**src/rtl/dmem_bridge_pkg.sv**
```systemverilog
// rtl/dmem_bridge_pkg.sv - load-type codes, FSM encodings and alignment rule for the data-memory bridge
package dmem_bridge_pkg;

    localparam logic [2:0] LT_LB  = 3'b000;
    localparam logic [2:0] LT_LH  = 3'b001;
    localparam logic [2:0] LT_LW  = 3'b010;
    localparam logic [2:0] LT_LBU = 3'b100;
    localparam logic [2:0] LT_LHU = 3'b101;

    localparam logic [1:0] DMEM_IDLE = 2'd0;
    localparam logic [1:0] DMEM_REQ  = 2'd1;
    localparam logic [1:0] DMEM_WAIT = 2'd2;
    localparam logic [1:0] DMEM_DONE = 2'd3;

    localparam logic [31:0] ZERO_WORD = 32'h0000_0000;

    // Stores are judged by their lane pattern, loads by address vs. access size.
    function automatic logic access_misaligned(input logic [3:0] we,
                                               input logic [2:0] ld_type,
                                               input logic [1:0] lane);
        if (we != 4'b0000) begin
            case (we)
                4'b0001, 4'b0010, 4'b0100, 4'b1000,
                4'b0011, 4'b1100, 4'b1111: return 1'b0;
                default:                   return 1'b1;
            endcase
        end
        case (ld_type)
            LT_LH, LT_LHU: return lane[0];
            LT_LW:         return lane != 2'b00;
            default:       return 1'b0;
        endcase
    endfunction

endpackage

```
**src/rtl/dmem_bridge_load_aligner.sv**
```systemverilog
// rtl/dmem_bridge_load_aligner.sv - selects and extends the addressed byte/half of a raw read word
module dmem_bridge_load_aligner
    import dmem_bridge_pkg::*;
(
    input  logic [31:0] rdata_i,
    input  logic [1:0]  lane_i,
    input  logic [2:0]  ld_type_i,
    output logic [31:0] data_o
);

    logic [7:0]  byte_sel;
    logic [15:0] half_sel;

    always_comb begin
        case (lane_i)
            2'd0:    byte_sel = rdata_i[7:0];
            2'd1:    byte_sel = rdata_i[15:8];
            2'd2:    byte_sel = rdata_i[23:16];
            default: byte_sel = rdata_i[31:24];
        endcase
        half_sel = lane_i[1] ? rdata_i[31:16] : rdata_i[15:0];
    end

    always_comb begin
        case (ld_type_i)
            LT_LB:   data_o = {{24{byte_sel[7]}}, byte_sel};
            LT_LBU:  data_o = {24'h0, byte_sel};
            LT_LH:   data_o = {{16{half_sel[15]}}, half_sel};
            LT_LHU:  data_o = {16'h0, half_sel};
            default: data_o = rdata_i;
        endcase
    end

endmodule

```
**src/rtl/dmem_bridge.sv**
```systemverilog
// rtl/dmem_bridge.sv - mem-stage to ready/ack data-memory bus bridge with stall, watchdog and alignment error
module dmem_bridge
    import dmem_bridge_pkg::*;
#(
    parameter int TIMEOUT_CYCLES = 255,
    parameter int ADDR_W         = 32,
    parameter int DATA_W         = 32
) (
    input  logic              clk,
    input  logic              rst,
    input  logic              mem_ce_i,
    input  logic [3:0]        mem_we_i,
    input  logic [ADDR_W-1:0] mem_addr_i,
    input  logic [DATA_W-1:0] mem_data_i,
    input  logic [2:0]        ld_type_i,
    output logic              bus_req_o,
    output logic [3:0]        bus_we_o,
    output logic [ADDR_W-1:0] bus_addr_o,
    output logic [DATA_W-1:0] bus_wdata_o,
    input  logic              bus_ack_i,
    input  logic [DATA_W-1:0] bus_rdata_i,
    output logic [DATA_W-1:0] rdata_o,
    output logic              rdata_valid_o,
    output logic              err_o,
    output logic              stallreq_o
);

    logic [1:0]        state_q, state_d;
    logic [3:0]        we_q, we_d;
    logic [ADDR_W-1:0] addr_q, addr_d;
    logic [DATA_W-1:0] wdata_q, wdata_d;
    logic [DATA_W-1:0] rdata_q, rdata_d;
    logic [2:0]        ldt_q, ldt_d;
    logic              err_q, err_d;
    logic [15:0]       cnt_q, cnt_d;
    logic              misaligned;
    logic              in_flight;
    logic              done;
    logic [31:0]       fmt_data;

    assign misaligned = access_misaligned(mem_we_i, ld_type_i, mem_addr_i[1:0]);

    always_comb begin
        state_d = state_q;
        we_d    = we_q;
        addr_d  = addr_q;
        wdata_d = wdata_q;
        rdata_d = rdata_q;
        ldt_d   = ldt_q;
        err_d   = err_q;
        cnt_d   = cnt_q;
        case (state_q)
            DMEM_IDLE: begin
                if (mem_ce_i) begin
                    if (misaligned) begin
                        err_d   = 1'b1;
                        state_d = DMEM_DONE;
                    end else begin
                        we_d    = mem_we_i;
                        addr_d  = mem_addr_i;
                        wdata_d = mem_data_i;
                        ldt_d   = ld_type_i;
                        err_d   = 1'b0;
                        cnt_d   = 16'h0;
                        state_d = DMEM_REQ;
                    end
                end
            end
            DMEM_REQ, DMEM_WAIT: begin
                if (bus_ack_i) begin
                    rdata_d = bus_rdata_i;
                    state_d = DMEM_DONE;
                end else if (state_q == DMEM_REQ) begin
                    state_d = DMEM_WAIT;
                end else begin
                    if (cnt_q != 16'hFFFF) cnt_d = cnt_q + 16'h1;
                    // The current WAIT cycle is the TIMEOUT_CYCLES-th one without an ack.
                    if (cnt_q >= 16'(TIMEOUT_CYCLES - 1)) begin
                        err_d   = 1'b1;
                        state_d = DMEM_DONE;
                    end
                end
            end
            default: state_d = DMEM_IDLE;
        endcase
    end

    always_ff @(posedge clk) begin
        if (rst) begin
            state_q <= DMEM_IDLE;
            we_q    <= 4'h0;
            addr_q  <= '0;
            wdata_q <= '0;
            rdata_q <= '0;
            ldt_q   <= LT_LB;
            err_q   <= 1'b0;
            cnt_q   <= 16'h0;
        end else begin
            state_q <= state_d;
            we_q    <= we_d;
            addr_q  <= addr_d;
            wdata_q <= wdata_d;
            rdata_q <= rdata_d;
            ldt_q   <= ldt_d;
            err_q   <= err_d;
            cnt_q   <= cnt_d;
        end
    end

    dmem_bridge_load_aligner u_aligner (
        .rdata_i   (rdata_q),
        .lane_i    (addr_q[1:0]),
        .ld_type_i (ldt_q),
        .data_o    (fmt_data)
    );

    assign in_flight     = (state_q == DMEM_REQ) || (state_q == DMEM_WAIT);
    assign done          = (state_q == DMEM_DONE);
    assign bus_req_o     = in_flight;
    assign bus_we_o      = we_q;
    assign bus_addr_o    = {addr_q[ADDR_W-1:2], 2'b00};
    assign bus_wdata_o   = wdata_q;
    assign rdata_valid_o = done && !err_q && (we_q == 4'h0);
    assign err_o         = done && err_q;
    assign rdata_o       = rdata_valid_o ? fmt_data : ZERO_WORD;
    assign stallreq_o    = ((state_q == DMEM_IDLE) && mem_ce_i) || in_flight;

endmodule
```
**config.mk**
```make
export PLATFORM = sky130hd
export DESIGN_NAME = dmem_bridge
export DESIGN_NICKNAME = d
export VERILOG_FILES = /design/src/rtl/dmem_bridge_pkg.sv /design/src/rtl/dmem_bridge_load_aligner.sv /design/src/rtl/dmem_bridge.sv
export SDC_FILE = /design/constraint.sdc
export NUM_CORES = 1
export LEC_CHECK = 0
export CORE_UTILIZATION = 48
export CTS_BUF_LIST = sky130_fd_sc_hd__clkbuf_8
export DETAILED_ROUTE_END_ITERATION = 8
export PLACE_DENSITY = 0.83
export SYNTH_ARGS = -nofsm -noshare
export SYNTH_HDL_FRONTEND = slang
export SYNTH_HIERARCHICAL = 1
export SYNTH_SLANG_ARGS = --single-unit
```
**constraint.sdc**
```tcl
create_clock -name clk -period 2.4 [get_ports clk]
set_input_delay 0.24 -clock clk [delete_from_list [all_inputs] [get_ports clk]]
set_output_delay 0.24 -clock clk [all_outputs]
set_load 0.005 [all_outputs]
```
==> flow_summary.ini <==
[sta]
clock_skew_ns = 0.01400
layout_min_cycle_time_ns = 2.580
setup_ws_ns = -0.1800
slew_headroom_pct = 55.89
tightest_slew_ns = 0.6617
drv_slew = 0
hold_violations = 0
clock.fmax_ghz = 0.3876
finalSetupViolCount = 9
period_share_pct = 107.5
rsz0062_at_grt = true

[job]
drv_cap = 0

[placed_design]
place.gp.congestion = 0.8829
place_inst = 1066
hpwl_um = 12640
dp_slack_ns = 0.04018
port_buffers = 208

[global_routing]
antenna_found_initial = 0
gr-usage-met2_pct = 46.07
grt_max_degree = 62
grt_pass1_vias = 5716
grt.overflow.total = 0
use_met3_pct = 6.383
grt.total_usage_pct = 26.26
grt_util_met1_pct = 30.11
busiest_layer = met2
grt_pass1_wl_um = 27780

[clock_network]
clkTransAtPathRegs_ns = 0.08
cts_root_buffer = clkbuf_8
cts.sinks = 122
cts_made_buffers = 17
clk_latency_ns = 0.44
cts_tree = done
clock_path_buffers = 2
h-tree-depth = 4
hold_buffers = 0

[power]
p_leak_nw = 3.898
power.density_nw_per_um2 = 825.2
max-vdd-ir-drop_v = 0.0006091

[critical_path]
cp-start-kind = flop
worstRegToRegCells = 8
critPathTopFamily = compound AO/OA/AOI/OAI gates
cpPeakStageDelay_ns = 0.47
cp-startpoint = addr_q[1]
cp_common_cell = buf_4
cp.buffers_inverters = 3
crit_chain = buf_4 > nor2_1 > a22oi_4 > buf_4 > a221oi_1 > and2_4 > clkdlybuf4s15_2
worst_path_max_delay_cell = a221oi_1
endpoint = rdata_o[15]
worstSetupEndpointType = output pin
ff2ff_setup_slack_ns = 0.01
cp.arrival_ns = 2.34
critical_path_class = flop to output pin
path_max_fanout = 6
r2r_start = state_q[1]
cp.depth = 7
reg2reg_to = cnt_q[2]
cp_data_required_time_ns = 2.16

[synth]
synth.top_cell.area_share_pct = 38.71
syn_area_um2 = 6310
synth_edf_count = 0
ys_types = 59
synth_warnings = 6
synth.largest_area_cell = dfxtp_1
synth.area.top_cells = dfxtp_1, mux2i_1, nor2_1, nand2_1, a21oi_1
async_flop_share_pct = 0
avgSynthCellArea_um2 = 8.620
ys_seq_area_share_pct = 38.71
ys_ff_latch = 122
synth_ff_type = dfxtp_1
synthCells = 732

[finish]
syn2layout_area_growth_pct = 44.16
num_antenna_cells = 0
fillers = 965
final_common_cell = clkdlybuf4s50_1
final_cell_mix = clkdlybuf4s50_1, dfxtp_1, nor2_1, nand2_1, mux2i_1
drive_above_1_share_pct = 17.34
fin_nets = 1041
stdcell_count = 1112

[routing]
drt_iter0_drc = 602
post_drt_wl_per_cell_um = 16.55
drtPass1Iterations = 6
wl_um = 18400
via_count = 6129
route.detailed.drc = 0
ant_nets = 0
vias_per_cell = 5.512

[floorplan]
design.core.area_um2 = 12720
initial_utilization_pct = 49.60
dieWidth_um = 116.7
die_h_um = 116.7
die_area_um2 = 13610
rows = 41
io_pins = 211

[hold_path]
hp-class = input port to flop

[run_status]
status = complete, but fails checks
failed_checks = negative setup slack
==> flip-flops by register name (all words and copies together), names as in the netlist <==
| register | cells |
|---|---|
| addr_q | 32 |
| bus_wdata_o | 32 |
| bus_we_o | 4 |
| cnt_q | 16 |
| err_q | 1 |
| ldt_q | 3 |
| rdata_q | 32 |
| state_q | 2 |
==> routing by layer <==
layer	wire length, µm	vias up
li1	-	2925
met1	7042	2818
met2	9382	346
met3	1434	40
met4	542	0
met5	0	-
==> repair_timing <==
item / 4_1_cts / 5_1_grt
gates resized for setup: 146 / 27
setup endpoints to repair: 34 / 43
gates cloned: 2 / 1
pin swaps: 3 / 3
buffers inserted: 9 / 3
==> final cells by class <==
type	instances	area, µm²	area share, %
multi-input combinational	505	3366	37.00
timing repair buffer	261	2601	28.60
sequential	122	2446	26.89
clock buffer	17	234.0	2.572
tap	172	215.2	2.366
clock inverter	15	155.1	1.706
inverter	20	78.83	0.8666
==> worst register-to-register path: cells and delay by family (launching register included) <==
| kind | cells | cell delay [ns] |
|---|---|---|
| fa+ha+maj | 1 | 0.25 |
| flops | 1 | 0.35 |
| compound gates | 2 | 0.65 |
| simple gates | 3 | 0.76 |
| buf+inv | 2 | 0.26 |
==> where the power goes <==
part | switching (W) | internal (W)
combinational | 0.00160 | 0.00159
clock | 0.000951 | 0.000858
sequential | 0.000219 | 0.00229
total | 0.00277 | 0.00474
==> synth_stat cells (all sizes together), types with 2 or more instances <==
library cell  instances
o311ai                6
nor2                105
nor2b                12
inv                  19
or4                   4
o21a                  3
o221ai                9
a21oi                52
ha                    7
nor4                  3
nand2b                3
a221oi                2
mux4                  7
nor3                  9
o21ai                 7
mux2                  2
o41ai                 7
dfxtp               122
o22ai                16
nand2                86
buf                  60
or3                   2
clkbuf               26
mux2i                73
and2                 37
a211oi                3
a41oi                 4
nand4                11
or2                   2
nand3                 5
a311oi               10
==> logic make-up (layout without fill, tap and decap cells) <==
logic type	after synthesis	in the layout	share of synthesized area [%]
flops	122	122	38.71
other cells	1	2	0.05943
fa+ha+maj	7	7	1.388
mux	82	82	14.97
compound gates	131	131	14.55
simple gates	283	283	20.88
buf+inv	106	313	9.439
==> worst min-delay path by stage <==
stage	from	endpoint	slack [ns]	cells past startpoint
after CTS	rst	addr_q[27]	0.28	2
after floorplan	bus_rdata_i[0]	rdata_q[0]	0.38	2
after detailed placement	rdata_q[12]	rdata_q[12]	0.47	2
after global placement	rdata_q[0]	rdata_q[0]	0.46	2
after global routing	rst	addr_q[28]	0.31	2
final	rst	bus_wdata_o[28]	0.31	2
==> per-stage QoR <==
stage	power (W)	TNS [ns]	hold WS, ns	cell area (µm²)	utilization (%)
floorplan	0.004264	0	0.3760	6314	-
global placement	0.005192	0	0.4613	8461	66.50
detailed placement	0.005247	0	0.4725	8461	66.50
CTS	0.007292	-2.790	0.2811	8987	70.64
global route	0.007899	-3.476	0.3144	9096	71.50
finish	0.007506	-0.5906	0.3062	9096	71.50
Power figures use the tool's default switching activity.
